<file path="config.mk">
export PLATFORM = sky130hd
export DESIGN_NAME = draw_sprite
export DESIGN_NICKNAME = d
export VERILOG_FILES = /design/src/rtl/vga_pkg.sv /design/src/rtl/draw_sprite_delay_line.sv /design/src/rtl/draw_sprite.sv
export SDC_FILE = /design/constraint.sdc
export NUM_CORES = 1
export LEC_CHECK = 0
export ABC_AREA = 1
export BUFFER_PORTS_ARGS = -buffer_cell sky130_fd_sc_hd__clkbuf_2
export CAP_MARGIN = 20
export CORE_ASPECT_RATIO = 0.7
export CORE_MARGIN = 3
export CORE_UTILIZATION = 60
export CTS_BUF_LIST = sky130_fd_sc_hd__clkbuf_16
export CTS_CLUSTER_SIZE = 25
export DETAILED_ROUTE_END_ITERATION = 12
export PLACE_DENSITY = 0.85
export RECOVER_POWER = 50
export SLEW_MARGIN = 20
export SYNTH_ARGS = -nofsm -noshare
export SYNTH_HDL_FRONTEND = slang
export SYNTH_SLANG_ARGS = --single-unit
</file>
<file path="constraint.sdc">
create_clock -name pclk -period 4.5 [get_ports pclk]
set_input_delay 0.9 -clock pclk [delete_from_list [all_inputs] [get_ports pclk]]
set_output_delay 0.9 -clock pclk [all_outputs]
set_load 0.01 [all_outputs]
</file>
<file path="src/rtl/vga_pkg.sv">
`default_nettype none
// +--------------------------------------------------------------------------+
// | vga_pkg : shared VGA widths, timing-bus packing and 1024x768@60 constants |
// | Rev 1.0                                                                   |
// +--------------------------------------------------------------------------+
package vga_pkg;

    localparam int RGB_W   = 12;
    localparam int COORD_W = 11;
    localparam int BOUND_W = COORD_W + 1;

    typedef struct packed {
        logic [COORD_W-1:0] vcount;
        logic               vsync;
        logic               vblnk;
        logic [COORD_W-1:0] hcount;
        logic               hsync;
        logic               hblnk;
    } vga_tbus_t;

    localparam int TBUS_W = $bits(vga_tbus_t);

    localparam int H_ACTIVE     = 1024;
    localparam int H_SYNC_START = 1048;
    localparam int H_SYNC_END   = 1184;
    localparam int V_ACTIVE     = 768;
    localparam int V_SYNC_START = 771;
    localparam int V_SYNC_END   = 777;

    // Bounds are widened by one bit so a sprite hanging past coordinate 2047 never wraps.
    function automatic logic in_span(input logic [COORD_W-1:0] v,
                                     input logic [COORD_W-1:0] lo,
                                     input int                 len);
        logic [BOUND_W-1:0] v_x;
        logic [BOUND_W-1:0] lo_x;
        logic [BOUND_W-1:0] hi_x;
        v_x  = {1'b0, v};
        lo_x = {1'b0, lo};
        hi_x = lo_x + BOUND_W'(len - 1);
        return (v_x >= lo_x) && (v_x <= hi_x);
    endfunction

endpackage
`default_nettype wire

</file>
<file path="src/rtl/draw_sprite_delay_line.sv">
`default_nettype none
// +--------------------------------------------------------------------------+
// | delay_line : resettable shift-register delay, DEPTH=0 collapses to a wire |
// | Rev 1.0                                                                   |
// +--------------------------------------------------------------------------+
module delay_line #(
    parameter int WIDTH = 1,
    parameter int DEPTH = 1
) (
    input  logic             pclk,
    input  logic             rst_n,
    input  logic [WIDTH-1:0] d_i,
    output logic [WIDTH-1:0] q_o
);

    generate
        if (DEPTH == 0) begin : g_wire
            logic w_unused_clk;
            assign w_unused_clk = pclk ^ rst_n;
            assign q_o          = d_i;
        end else begin : g_shift
            logic [WIDTH-1:0] taps_q [DEPTH];

            always_ff @(posedge pclk) begin
                if (!rst_n) begin
                    for (int i = 0; i < DEPTH; i++) begin
                        taps_q[i] <= '0;
                    end
                end else begin
                    taps_q[0] <= d_i;
                    for (int i = 1; i < DEPTH; i++) begin
                        taps_q[i] <= taps_q[i-1];
                    end
                end
            end

            assign q_o = taps_q[DEPTH-1];
        end
    endgenerate

endmodule
`default_nettype wire

</file>
<file path="src/rtl/draw_sprite.sv">
`default_nettype none
// +--------------------------------------------------------------------------+
// | draw_sprite : per-frame latched sprite overlay on the VGA timing chain.   |
// | Optional macro DRAW_SPRITE_TRANSP_EN enables TRANSP_COLOR keying. Rev 1.0 |
// +--------------------------------------------------------------------------+
module draw_sprite
    import vga_pkg::*;
#(
    parameter int          SPRITE_W     = 48,
    parameter int          SPRITE_H     = 64,
    parameter int          ADDR_W       = 12,
    parameter int          ROM_LATENCY  = 1,
    parameter logic [11:0] TRANSP_COLOR = 12'hF0F
) (
    input  logic               pclk,
    input  logic               rst_n,
    input  logic [COORD_W-1:0] xpos,
    input  logic [COORD_W-1:0] ypos,
    input  logic               sprite_en,
    input  logic [COORD_W-1:0] vcount_in,
    input  logic               vsync_in,
    input  logic               vblnk_in,
    input  logic [COORD_W-1:0] hcount_in,
    input  logic               hsync_in,
    input  logic               hblnk_in,
    input  logic [RGB_W-1:0]   rgb_in,
    input  logic [RGB_W-1:0]   rgb_pixel,
    output logic [COORD_W-1:0] vcount_out,
    output logic               vsync_out,
    output logic               vblnk_out,
    output logic [COORD_W-1:0] hcount_out,
    output logic               hsync_out,
    output logic               hblnk_out,
    output logic [RGB_W-1:0]   rgb_out,
    output logic [ADDR_W-1:0]  pixel_addr
);

    localparam int                DL_W       = TBUS_W + RGB_W + 1;
    localparam logic [ADDR_W-1:0] c_ROW_STEP = ADDR_W'(SPRITE_W);
    localparam logic [ADDR_W-1:0] c_ROW_LAST = ADDR_W'((SPRITE_H - 1) * SPRITE_W);

    logic               vblnk_prev_q;
    logic               hblnk_prev_q;
    logic [COORD_W-1:0] xpos_l_q;
    logic [COORD_W-1:0] ypos_l_q;
    logic               en_l_q;
    logic [ADDR_W-1:0]  row_base_q;
    logic [ADDR_W-1:0]  pixel_addr_q;
    logic [ADDR_W-1:0]  pixel_addr_d;
    logic               in_rect_q;
    logic               in_rect_d;
    vga_tbus_t          s1_bus_q;
    logic [RGB_W-1:0]   s1_rgb_q;
    vga_tbus_t          out_bus_q;
    logic [RGB_W-1:0]   rgb_out_q;
    logic [RGB_W-1:0]   rgb_out_d;

    vga_tbus_t          w_bus_in;
    vga_tbus_t          w_dl_bus;
    logic [RGB_W-1:0]   w_dl_rgb;
    logic               w_dl_in_rect;
    logic [DL_W-1:0]    w_dl_d;
    logic [DL_W-1:0]    w_dl_q;
    logic               w_vblnk_rise;
    logic               w_hblnk_rise;
    logic               w_in_rows;
    logic               w_show_sprite;
    logic [COORD_W-1:0] w_col;

    assign w_bus_in     = {vcount_in, vsync_in, vblnk_in, hcount_in, hsync_in, hblnk_in};
    assign w_vblnk_rise = vblnk_in & ~vblnk_prev_q;
    assign w_hblnk_rise = hblnk_in & ~hblnk_prev_q;
    assign w_in_rows    = in_span(vcount_in, ypos_l_q, SPRITE_H);
    assign in_rect_d    = en_l_q & ~(vblnk_in | hblnk_in) & w_in_rows
                        & in_span(hcount_in, xpos_l_q, SPRITE_W);
    assign w_col        = hcount_in - xpos_l_q;
    assign pixel_addr_d = in_rect_d ? (row_base_q + ADDR_W'(w_col)) : pixel_addr_q;

    always_ff @(posedge pclk) begin
        if (!rst_n) begin
            vblnk_prev_q <= 1'b0;
            hblnk_prev_q <= 1'b0;
            xpos_l_q     <= '0;
            ypos_l_q     <= '0;
            en_l_q       <= 1'b0;
            row_base_q   <= '0;
            in_rect_q    <= 1'b0;
            pixel_addr_q <= '0;
            s1_bus_q     <= '0;
            s1_rgb_q     <= '0;
            out_bus_q    <= '0;
            rgb_out_q    <= '0;
        end else begin
            vblnk_prev_q <= vblnk_in;
            hblnk_prev_q <= hblnk_in;
            if (w_vblnk_rise) begin
                xpos_l_q   <= xpos;
                ypos_l_q   <= ypos;
                en_l_q     <= sprite_en;
                row_base_q <= '0;
            end else if (w_hblnk_rise && w_in_rows && (row_base_q != c_ROW_LAST)) begin
                // Advancing per scanline (not per drawn pixel) keeps clipped rows address-correct.
                row_base_q <= row_base_q + c_ROW_STEP;
            end
            in_rect_q    <= in_rect_d;
            pixel_addr_q <= pixel_addr_d;
            s1_bus_q     <= w_bus_in;
            s1_rgb_q     <= rgb_in;
            out_bus_q    <= w_dl_bus;
            rgb_out_q    <= rgb_out_d;
        end
    end

    assign w_dl_d = {s1_bus_q, s1_rgb_q, in_rect_q};

    delay_line #(
        .WIDTH (DL_W),
        .DEPTH (ROM_LATENCY)
    ) u_align (
        .pclk  (pclk),
        .rst_n (rst_n),
        .d_i   (w_dl_d),
        .q_o   (w_dl_q)
    );

    assign {w_dl_bus, w_dl_rgb, w_dl_in_rect} = w_dl_q;

`ifdef DRAW_SPRITE_TRANSP_EN
    assign w_show_sprite = w_dl_in_rect && (rgb_pixel != TRANSP_COLOR);
`else
    logic w_unused_key;
    assign w_unused_key  = ^TRANSP_COLOR;
    assign w_show_sprite = w_dl_in_rect;
`endif

    assign rgb_out_d = (w_dl_bus.vblnk | w_dl_bus.hblnk) ? '0
                     : (w_show_sprite ? rgb_pixel : w_dl_rgb);

    assign vcount_out = out_bus_q.vcount;
    assign vsync_out  = out_bus_q.vsync;
    assign vblnk_out  = out_bus_q.vblnk;
    assign hcount_out = out_bus_q.hcount;
    assign hsync_out  = out_bus_q.hsync;
    assign hblnk_out  = out_bus_q.hblnk;
    assign rgb_out    = rgb_out_q;
    assign pixel_addr = pixel_addr_q;

endmodule
`default_nettype wire

</file>
==> impl_metrics.toml <==
[setup_path]
worst_path_largest_cell_delay_ns = 0.42
worstSetupStartpointType = "input port"
rrSetupSlack_ns = 1.19
crit_type = "input port to flip-flop"
cp_slowest_cell = "fa_1"
worstPathRequired_ns = 4.84
crit_path_frequent_cell = "nand2_1"
crit_chain = "clkbuf_2 > inv_1 > ha_1 > fa_1 > o21ai_1 > nand2_1 > o211ai_1 > nand2_1 > nand2_1 > a21oi_1 > xor2_1 > ha_1 > inv_1 > o21bai_1 > a31oi_1 > nand2_1 > xor2_1 > nand4_1 > nand2_1 > nor2_1"
endpoint_kind = "flip-flop"
crit_fanout = 3
worst-endpoint-arrival_ns = 3.83

[hold_path]
min_path_type = "flip-flop to flip-flop"

[timing]
max-slew-margin-rel_pct = -42.0
hold_slack_ns = 0.408
worst_pin_slew_ns = 2.13
setup_violations = 0
rsz0062_at_grt = "false"
period_needed_ns = 3.49
tns_ns = 0
fin_crit_sh_pct = 77.5
max_freq_mhz = 287
finalClockSkew_ns = 0.00876
hold_violations = 0
fin_ws_ns = 1.01
slew_violations = 53

[clock_network]
cts.sinks = 159
clk_latency_ns = 0.42
htree_levels = 4
clk_path_buf_depth = 2
ctsResizeCount = 0
ctsHoldBuffers = 0
numCtsBuffers = 17
cts_tree = "yes"
clkTransAtPathRegs_ns = 0.06
cts_root_buf = "clkbuf_16"
post_cts_buffers = 0

[cells_and_area]
seq_area_sq_um = 3180
final_net_count = 1187
syn_to_final_growth_pct = 17.0
final_common_cell = "nand2_1"
n_fill_cell = 877
drive_gt1_share_pct = 12.2
multi_input_area_sq_um = 3040
final_cell_mix = "nand2_1 (248), inv_1 (186), dfxtp_1 (159), clkbuf_2 (73), a21oi_1 (60)"
insertedDiodeCount = 0
post-route-util_pct = 73.7

[global_routing]
grt.total_usage_pct = 24.5
grt_overflow = 0
grt_pass1_wl_microns = 25700
antenna_found_initial = 0
grt_max_degree = 90
met1_usage_pct = 33.8
grt_pass1_vias = 5430
use_met2_pct = 38.3
busiest_layer = "met2"
grtUsageMet3_pct = 6.03

[floorplanning]
start_util_pct = 63.0
pin_count = 125
die_y_microns = 96.9
dieArea_sq_um = 13200
rows = 32
die_x_microns = 136
core-area_sq_um = 11300

[synth]
synth_cells = 936
synth_area_leaders = "dfxtp_1 (45%), nand2_1 (13%), inv_1 (9.9%), ha_1 (9.7%), a21oi_1 (4.2%)"
synth_top_area_cell = "dfxtp_1"
post_synth_num_cell_types = 34
synth_area_sq_um = 7090
ys.warnings.count = 0
syn_avg_cell_area_sq_um = 7.57
yosysSeqAreaShare_pct = 44.9
synth_top_area_share_pct = 44.9
ys_ff_latch = 159
syn-num-nets = 1068

[placed_design]
place_congestion = 0.941
dpl.hpwl_microns = 11200
preCtsSetupSlack_ns = 0.751
io_buffers = 124

[power_and_ir_drop]
irDropWorstVdd_uv = 282
total_power_w = 0.00334
power_per_cell_area_nw_per_um2 = 403
power.leakage_nw = 4.54

[detailed_routing]
ant_nets = 0
drt-initial-drc-count = 472
via_per_inst = 4.92
routed_wl_microns = 16000
drt_pass1_iterations = 5
wire_per_inst_microns = 13.1
drc = 0
vias = 5998

[flow_run]
cap_violations = 1

[outcome]
failed_checks = "max-capacitance violations, max-slew violations"
status = "complete, but fails checks"
## area by class of cell
| type | count | share of cell area, % |
|---|---|---|
| clock buffers | 17 | 5.13 |
| clock inverters | 14 | 1.52 |
| inverters | 201 | 9.10 |
| multi-input cells | 550 | 36.7 |
| flip-flops and latches | 159 | 38.4 |
| well taps | 153 | 2.31 |
| repair buffers | 126 | 6.90 |
## final timing paths
path | from | end | cells past startpoint
setup / recovery | hcount_in[0] | pixel_addr[11]$_SDFFE_PN0P_ | 20
hold / removal | s1_rgb_q[9]$_SDFF_PN0_ | u_align.g_shift.taps_q[0][10]$_SDFF_PN0_ | 2
setup reg to reg | xpos_l_q[0]$_SDFFE_PN0P_ | pixel_addr[4]$_SDFFE_PN0P_ | 18
hold reg to reg | s1_rgb_q[9]$_SDFF_PN0_ | u_align.g_shift.taps_q[0][10]$_SDFF_PN0_ | 2
## stage by stage
step	area [sq um]	std cells
floorplan	7090	936
global placement	7810	1189
detailed placement	7810	1189
CTS	8360	1220
global route	8290	1220
finish	8290	1220
## critical path, delay by kind of cell
kind / cells / cell delay (ns)
fa+ha+maj: 3 / 0.98
compound gates: 5 / 0.74
simple gates: 7 / 0.62
xor+xnor: 2 / 0.31
buf+inv: 3 / 0.27
## where the power goes
part	switching, W	internal, W	leakage (nW)
logic	0.000323	0.000194	2.97
clock network	0.000612	0.000722	0.261
registers	0.0000267	0.00147	1.31
## kinds of logic (layout without fill, tap and decap cells)
kind of cell,after synthesis,after routing,synth area share (%)
xor gates and xnor gates,35,35,4.33
AOI/OAI and AO/OA,104,104,7.93
and+or+nand+nor,354,354,20.4
buffers and inverters,227,358,12.2
DFF,159,159,44.9
adders and majority gates,57,57,10.3
## registers in the layout, summed over array words and instances, names as in the netlist
name                    flops
rgb_out                    12
ypos_l_q                   11
in_rect_q                   1
vcount_out                 11
hcount_out                 11
vsync_out                   1
u_align.g_shift.taps_q     39
s1_bus_q                   26
pixel_addr                 12
en_l_q                      1
xpos_l_q                   11
row_base_q                  8
hblnk_out                   1
s1_rgb_q                   12
vblnk_out                   1
hsync_out                   1
## Yosys cell counts
cell / number
a21oi_2: 1
a21oi_1: 60
buf_2: 3
a31o_2: 1
inv_2: 13
nor3_1: 3
o211ai_1: 1
nand3_1: 20
xor2_1: 23
nand2_2: 3
a211oi_1: 1
nand3_2: 2
nand2_1: 248
fa_1: 2
nand4_1: 20
nor2_2: 2
a31oi_1: 2
o21a_1: 1
nor2_4: 1
a21o_1: 2
o21ai_2: 1
clkbuf_1: 22
o21ai_1: 6
o21bai_1: 2
inv_1: 186
dfxtp_1: 159
ha_1: 55
xnor2_1: 12
and3_1: 1
clkinv_1: 2
buf_6: 1
o2111ai_2: 1
nor2_1: 54
o21ai_0: 25
## per-layer routing
layer | routed length, microns | vias up
li1 | - | 3079
met1 | 7410 | 2632
met2 | 6920 | 263
met3 | 1400 | 24
met4 | 228 | 0
met5 | 0 | -
Power figures use the tool's default switching activity.
